===== config.mk =====
export PLATFORM = sky130hd
export DESIGN_NAME = match_count_ctrl
export DESIGN_NICKNAME = d
export VERILOG_FILES = /design/src/rtl/match_count_pkg.sv /design/src/rtl/comparatorEqual.sv /design/src/rtl/match_count_ctrl.sv
export SDC_FILE = /design/constraint.sdc
export NUM_CORES = 1
export LEC_CHECK = 0
export BUFFER_PORTS_ARGS = -buffer_cell sky130_fd_sc_hd__buf_2
export CAP_MARGIN = 20
export CORE_MARGIN = 2
export CORE_UTILIZATION = 45
export CTS_CLUSTER_SIZE = 40
export DETAILED_ROUTE_END_ITERATION = 7
export GPL_ROUTABILITY_DRIVEN = 0
export HOLD_SLACK_MARGIN = 0.03
export PLACE_DENSITY = 0.71
export RECOVER_POWER = 100
export REMOVE_ABC_BUFFERS = 1
export SKIP_LAST_GASP = 1
export SLEW_MARGIN = 40
export SYNTH_ARGS = -nofsm -noshare
export SYNTH_HDL_FRONTEND = slang
export SYNTH_HIERARCHICAL = 1
export SYNTH_SLANG_ARGS = --single-unit

===== constraint.sdc =====
create_clock -name clk_i -period 2.2 [get_ports clk_i]
set_input_delay 0.44 -clock clk_i [delete_from_list [all_inputs] [get_ports clk_i]]
set_output_delay 0.44 -clock clk_i [all_outputs]
set_load 0.005 [all_outputs]

===== src/rtl/match_count_pkg.sv =====
// Shared types and constants for the match_count_ctrl sequencing counter.
package match_count_pkg;

  localparam int DEFAULT_DATA_WIDTH = 13;

  typedef enum logic {
    ST_IDLE = 1'b0,
    ST_RUN  = 1'b1
  } state_e;

endpackage


===== src/rtl/comparatorEqual.sv =====
// Equality comparator used for terminal-count detection.
module comparatorEqual #(
  parameter int DATA_WIDTH = 13
) (
  input  logic [DATA_WIDTH-1:0] a_i,
  input  logic [DATA_WIDTH-1:0] b_i,
  output logic                  eq_o
);

  assign eq_o = (a_i == b_i);

endmodule


===== src/rtl/match_count_ctrl.sv =====
// Programmable up-counter with start/done handshake and terminal-match pulse.
// Optional MATCH_COUNT_AUTO_RELOAD_EN: stay in RUN and restart from 0 on every terminal.
//
//   state   | meaning
//   --------+-------------------------------------------------------------
//   ST_IDLE | waiting for start_i; count_o holds the last terminal value
//   ST_RUN  | counting enabled cycles toward the latched limit
module match_count_ctrl
  import match_count_pkg::*;
#(
  parameter int DATA_WIDTH = DEFAULT_DATA_WIDTH
) (
  input  logic                  clk_i,
  input  logic                  rstn_i,
  input  logic                  start_i,
  input  logic                  clear_i,
  input  logic                  enable_i,
  input  logic [DATA_WIDTH-1:0] limit_i,
  output logic [DATA_WIDTH-1:0] count_o,
  output logic                  busy_o,
  output logic                  match_o,
  output logic                  done_o
);

  state_e                state_q;
  logic [DATA_WIDTH-1:0] limit_q;
  logic                  term_hit;

  comparatorEqual #(
    .DATA_WIDTH(DATA_WIDTH)
  ) u_term_cmp (
    .a_i  (count_o),
    .b_i  (limit_q),
    .eq_o (term_hit)
  );

  // The terminal compare is checked before the increment, so an all-ones
  // limit stops at the top value and the adder never wraps.
  always_ff @(posedge clk_i or negedge rstn_i) begin
    if (!rstn_i) begin
      state_q <= ST_IDLE;
      limit_q <= '0;
      count_o <= '0;
      busy_o  <= 1'b0;
      match_o <= 1'b0;
      done_o  <= 1'b0;
    end else begin
      match_o <= 1'b0;
      done_o  <= 1'b0;
      if (clear_i) begin
        state_q <= ST_IDLE;
        count_o <= '0;
        busy_o  <= 1'b0;
      end else begin
        case (state_q)
          ST_IDLE: begin
            if (start_i) begin
              limit_q <= limit_i;
              count_o <= '0;
              busy_o  <= 1'b1;
              state_q <= ST_RUN;
            end
          end
          ST_RUN: begin
            if (enable_i) begin
              if (term_hit) begin
                match_o <= 1'b1;
`ifdef MATCH_COUNT_AUTO_RELOAD_EN
                count_o <= '0;
`else
                done_o  <= 1'b1;
                busy_o  <= 1'b0;
                state_q <= ST_IDLE;
`endif
              end else begin
                count_o <= count_o + DATA_WIDTH'(1);
              end
            end
          end
          default: begin
            state_q <= ST_IDLE;
            busy_o  <= 1'b0;
          end
        endcase
      end
    end
  end

endmodule


Word level (Yosys, flattened, before mapping)
Cells that the tools add are included.
{"block": "word_totals", "ff_bits": 29, "in_bits": 18, "output_inout_bits": 16, "wordCells": 35}
{"block": "op_classes", "add_sub_neg": 1, "n_eq_ne": 5, "mux": 19, "n_bitwise": 2, "reduce_logical": 3}
{"op": "$mux W13", "count": 4}
{"op": "$pmux W13 S2", "count": 1}
{"op": "$add A13 B1 Y13 const B", "count": 1}
{"op": "$eq A13 B13 Y1", "count": 1}
{"op": "$mux W1", "count": 12}
{"op": "$ne A3 B3 Y1 const B", "count": 3}
{"op": "$reduce_and A3 Y1", "count": 3}
{"op": "$pmux W1 S2", "count": 2}
{"op": "$ne A3 B2 Y1 const B", "count": 1}
{"op": "$not A1 Y1", "count": 2}

Depth between registers and ports, before layout
{"block": "depth", "ltp_word": 5, "ltp_mapped": 9}

Modules after synthesis
Netlist, hierarchy kept.
{"mod": "match_count_ctrl", "instances": 1, "cells_each": 110, "area_per_inst_um2": 1292.5, "seq_area_each_um2": 725.7}
{"mod": "comparatorEqual", "instances": 1, "cells_each": 17, "area_per_inst_um2": 145.1, "seq_area_each_um2": 0.0}

Least setup slack after synthesis
Ideal clock, no wire load.
{"block": "synth_path", "kind": "reg2reg", "start": "reg count_o[2]", "end": "reg count_o[11]", "setup_ns": 0.136, "arrival_time_ns": 2.161, "required_time_ns": 2.064, "path_slack_ns": -0.097, "path_stages_with_launch": 9, "n_path_buf": 0, "path_cell_list": "dfrtp_1 > xor2_1 > nor4_1 > nand4_1 > nor4_2 > and3b_4 > o311ai_2 > or3_1 > a21oi_1"}
{"element": "start: declaration", "line_no": "match_count_ctrl.sv:19", "rtl": "output logic [DATA_WIDTH-1:0] count_o,"}
{"element": "start signal: assignment", "line_no": "match_count_ctrl.sv:76", "rtl": "count_o <= count_o + DATA_WIDTH'(1);"}
{"element": "$eq A13 B13 Y1", "line_no": "comparatorEqual.sv:10", "rtl": "assign eq_o = (a_i == b_i);"}
{"element": "named net term_hit", "line_no": "match_count_ctrl.sv:27", "rtl": "logic term_hit;"}
{"element": "$ne A3 B3 Y1 (no source line)"}
{"element": "$reduce_and A3 Y1 (no source line)"}
The timed path passes the listed nets, and every way through them passes these cells. The select of a mux whose other input is x is not followed.
A chain may end at the register's enable or synchronous reset.

Worst setup path in the final report
{"block": "layout_path", "start": "reg limit_q[11]", "end": "reg count_o[7]"}
{"block": "layout_between", "elab_chain_len": 3}
{"element": "start: declaration", "line_no": "match_count_ctrl.sv:26", "rtl": "logic [DATA_WIDTH-1:0] limit_q;"}
{"element": "start signal: assignment", "line_no": "match_count_ctrl.sv:58", "rtl": "limit_q <= limit_i;"}
{"element": "$eq A13 B13 Y1", "line_no": "comparatorEqual.sv:10"}
{"element": "named net term_hit", "line_no": "match_count_ctrl.sv:27"}
{"element": "$ne A3 B3 Y1 (no source line)"}
{"element": "$reduce_and A3 Y1 (no source line)"}
The timed path passes the listed nets, and every way through them passes these cells.

==> impl_metrics.json <==
{
  "ys_top_cells_by_count": "29 x dfrtp_1, 13 x mux2_2, 10 x a21oi_1",
  "vias": 1223,
  "n_antenna_cell": 0,
  "die-height_um": 60.52,
  "max_freq_mhz": 455.4,
  "period_needed_ns": 2.196,
  "synth_area_leaders": "dfrtp_1 50%, mux2_2 10%, xnor2_1 4.9%",
  "p_int_w": 0.0008572,
  "insertion_delay_ns": 0.35,
  "worstSetupStartpointType": "register",
  "rsz0062_at_grt": "yes",
  "end_kind": "register",
  "finalHoldViolCount": 0,
  "drt_iter0_drc": 71,
  "postRouteAntennaNets": 0,
  "crit_type": "register to register",
  "drive_gt1_share_pct": 35.56,
  "post-route-drc-count": 0,
  "total_power_w": 0.001165,
  "cts-root-buf": "clkbuf_4",
  "overflow": 0,
  "synth.largest_area_cell": "dfrtp_1",
  "synth_area_um2": 1438,
  "syn_area_per_cell_um2": 11.32,
  "synth_edf_count": 0,
  "post-route-period-util_pct": 99.81,
  "ios": 34,
  "first_pass_iters": 4,
  "worst_ep_required_time_ns": 2.42,
  "syn_inst": 127,
  "routed_wl_mm": 3.411,
  "hold_buffers": 0,
  "die-area_um2": 3663,
  "finalInstanceArea_um2": 1812,
  "violations": "capacitance limit, slew limit",
  "powerDensity_nw_per_um2": 642.9,
  "ys_types": 33,
  "via_per_inst": 5.460,
  "area_growth_pct": 26.02,
  "ys_ff_latch": 29,
  "ys.flop_type": "dfrtp_1",
  "worstMarginPinSlew_ns": 1.539,
  "yosysMostFrequentCell": "dfrtp_1",
  "post_drt_wl_per_cell_um": 15.23,
  "drv_slew": 30,
  "p_sw_share_pct": 26.41,
  "cts_max_level": 2,
  "yosysTopAreaCellShare_pct": 50.48,
  "fin_worst_skew_ns": 0.01508,
  "switchingPower_w": 0.0003076,
  "clk_pin_slew_ns": 0.09,
  "synth_seq_area_share_pct": 50.48,
  "grt_pass1_wl_mm": 5.589,
  "async_reset_ff_share_pct": 100.0,
  "status": "finished, violations left",
  "p_leak_nw": 0.8020,
  "die_w_um": 60.52,
  "core_area_um2": 3053,
  "grt_pass1_vias": 1185,
  "grtUsageTotal_pct": 21.82,
  "cp_max_fo": 5,
  "port_buffers": 33,
  "cap_violations": 1,
  "clockBufferDepth": 2,
  "nNetsFinal": 198,
  "start_util_pct": 47.09,
  "numCtsBuffers": 5,
  "irDropWorstVdd_uv": 444.6,
  "seqPwrFrac_pct": 53.4,
  "pwr-share-clk_pct": 32.9,
  "placed_cell_area_um2": 1735,
  "clock-sinks": 29,
  "hp-class": "input pin to register",
  "synth-warning-count": 6,
  "row_count": 20,
  "max_slew_margin_pct": -2.623,
  "hpwl_mm": 2.488,
  "grt_max_degree": 30,
  "antenna_found_initial": 0,
  "cp_data_arrival_time_ns": 2.42,
  "finalSetupViolCount": 0,
  "p_comb_share_pct": 13.8,
  "cts_tree": "built"
}
==> final cells by class <==
| class | count | area [µm²] |
|---|---|---|
| timing repair buffer | 49 | 252.7 |
| sequential | 29 | 725.7 |
| tap | 44 | 55.05 |
| clock buffer | 7 | 65.06 |
| multi-input combinational | 91 | 696.9 |
| inverter | 3 | 11.26 |
| clock inverter | 1 | 5.005 |
| fill | 284 | 1241 |
==> registers in the layout, summed over array words and instances, names as in the netlist <==
name     cells
busy_o       1
count_o     13
done_o       1
limit_q     13
state_q      1
==> cell families after synthesis <==
| group | after synthesis | synth area share (%) |
|---|---|---|
| buffers and inverters | 7 | 2.697 |
| adders and majority gates | 1 | 0.8702 |
| xor gates and xnor gates | 14 | 8.529 |
| AOI/OAI and AO/OA | 25 | 11.49 |
| and+or+nand+nor | 38 | 15.75 |
| muxes | 13 | 10.18 |
| DFF | 29 | 50.48 |
==> repair_timing <==
item,4_1_cts,5_1_grt
resized for setup,0,7
cloned,0,1
endpoints found under the setup margin,10,11
pin swaps,1,3
buffers inserted,0,1
==> cell usage in the layout, fill, tap and decap left out, types with 2 or more instances in the layout <==
cell and instances:
buf_6 2, or3_1 7, a21oi_1 10, nand4_1 2, nand2_1 4, nor4_2 2, xnor2_1 8, nor2_1 5
dfrtp_1 29, o21ai_0 6, inv_1 3, buf_4 5, clkbuf_1 14, clkbuf_4 5, o31ai_1 2, buf_2 28
mux2_2 13, and3_1 4, or4_1 3, nand3_1 6, clkbuf_8 2, xor2_1 5
==> path summary, 6_finish.rpt <==
check / from / endpoint / slack, ns / cells after the start
hold / removal: limit_i[10] / limit_q[10] / 0.33 / 2
setup / recovery: limit_q[11] / count_o[7] / 0.004 / 10
setup reg to reg: limit_q[11] / count_o[7] / 0.004 / 10
max in group asynchronous: rstn_i / busy_o / 0.84 / 1
hold reg to reg: limit_q[4] / limit_q[4] / 0.54 / 1
min in group asynchronous: rstn_i / count_o[8] / 0.45 / 1
==> power groups by stage <==
stage               Combinational, W  Clock [W]  Sequential [W]
floorplan                   0.000103          0        0.000623
global placement            0.000150          0        0.000628
detailed placement          0.000156          0        0.000632
CTS                         0.000157   0.000389        0.000621
global route                0.000176   0.000420        0.000630
finish                      0.000160   0.000383        0.000622
==> routing by layer <==
metal,up-vias,GRT usage (%),part of all wire [%]
li1,568,-,-
met1,593,27.22,42
met2,50,34.32,49
met3,12,4.904,5.6
met4,0,13.98,3.4
met5,-,0,0
==> worst max-delay path: stages, from the launching register on <==
cell      delay, ns
dfrtp_1        0.39
xor2_1         0.17
nor4_2         0.26
nand4_1        0.14
nor4_2         0.18
and3b_4        0.27
o311ai_4       0.25
buf_4          0.16
buf_6          0.09
or3_1          0.10
a21oi_1        0.06
==> metrics by stage <==
stage | utilization (%) | cells | hold WS (ns) | setup TNS, ns | worst slack (ns)
floorplan | - | 123 | 0.1444 | -1.311 | -0.1539
global placement | 56.84 | 214 | 0.4928 | -0.02229 | -0.02229
detailed placement | 56.84 | 214 | 0.5057 | -0.1469 | -0.07545
CTS | 59.14 | 222 | 0.1278 | 0 | 0.02100
global route | 59.34 | 224 | 0.3236 | -0.8548 | -0.1200
finish | 59.34 | 224 | 0.3295 | 0 | 0.004266
(Power assumes the default switching activity.)
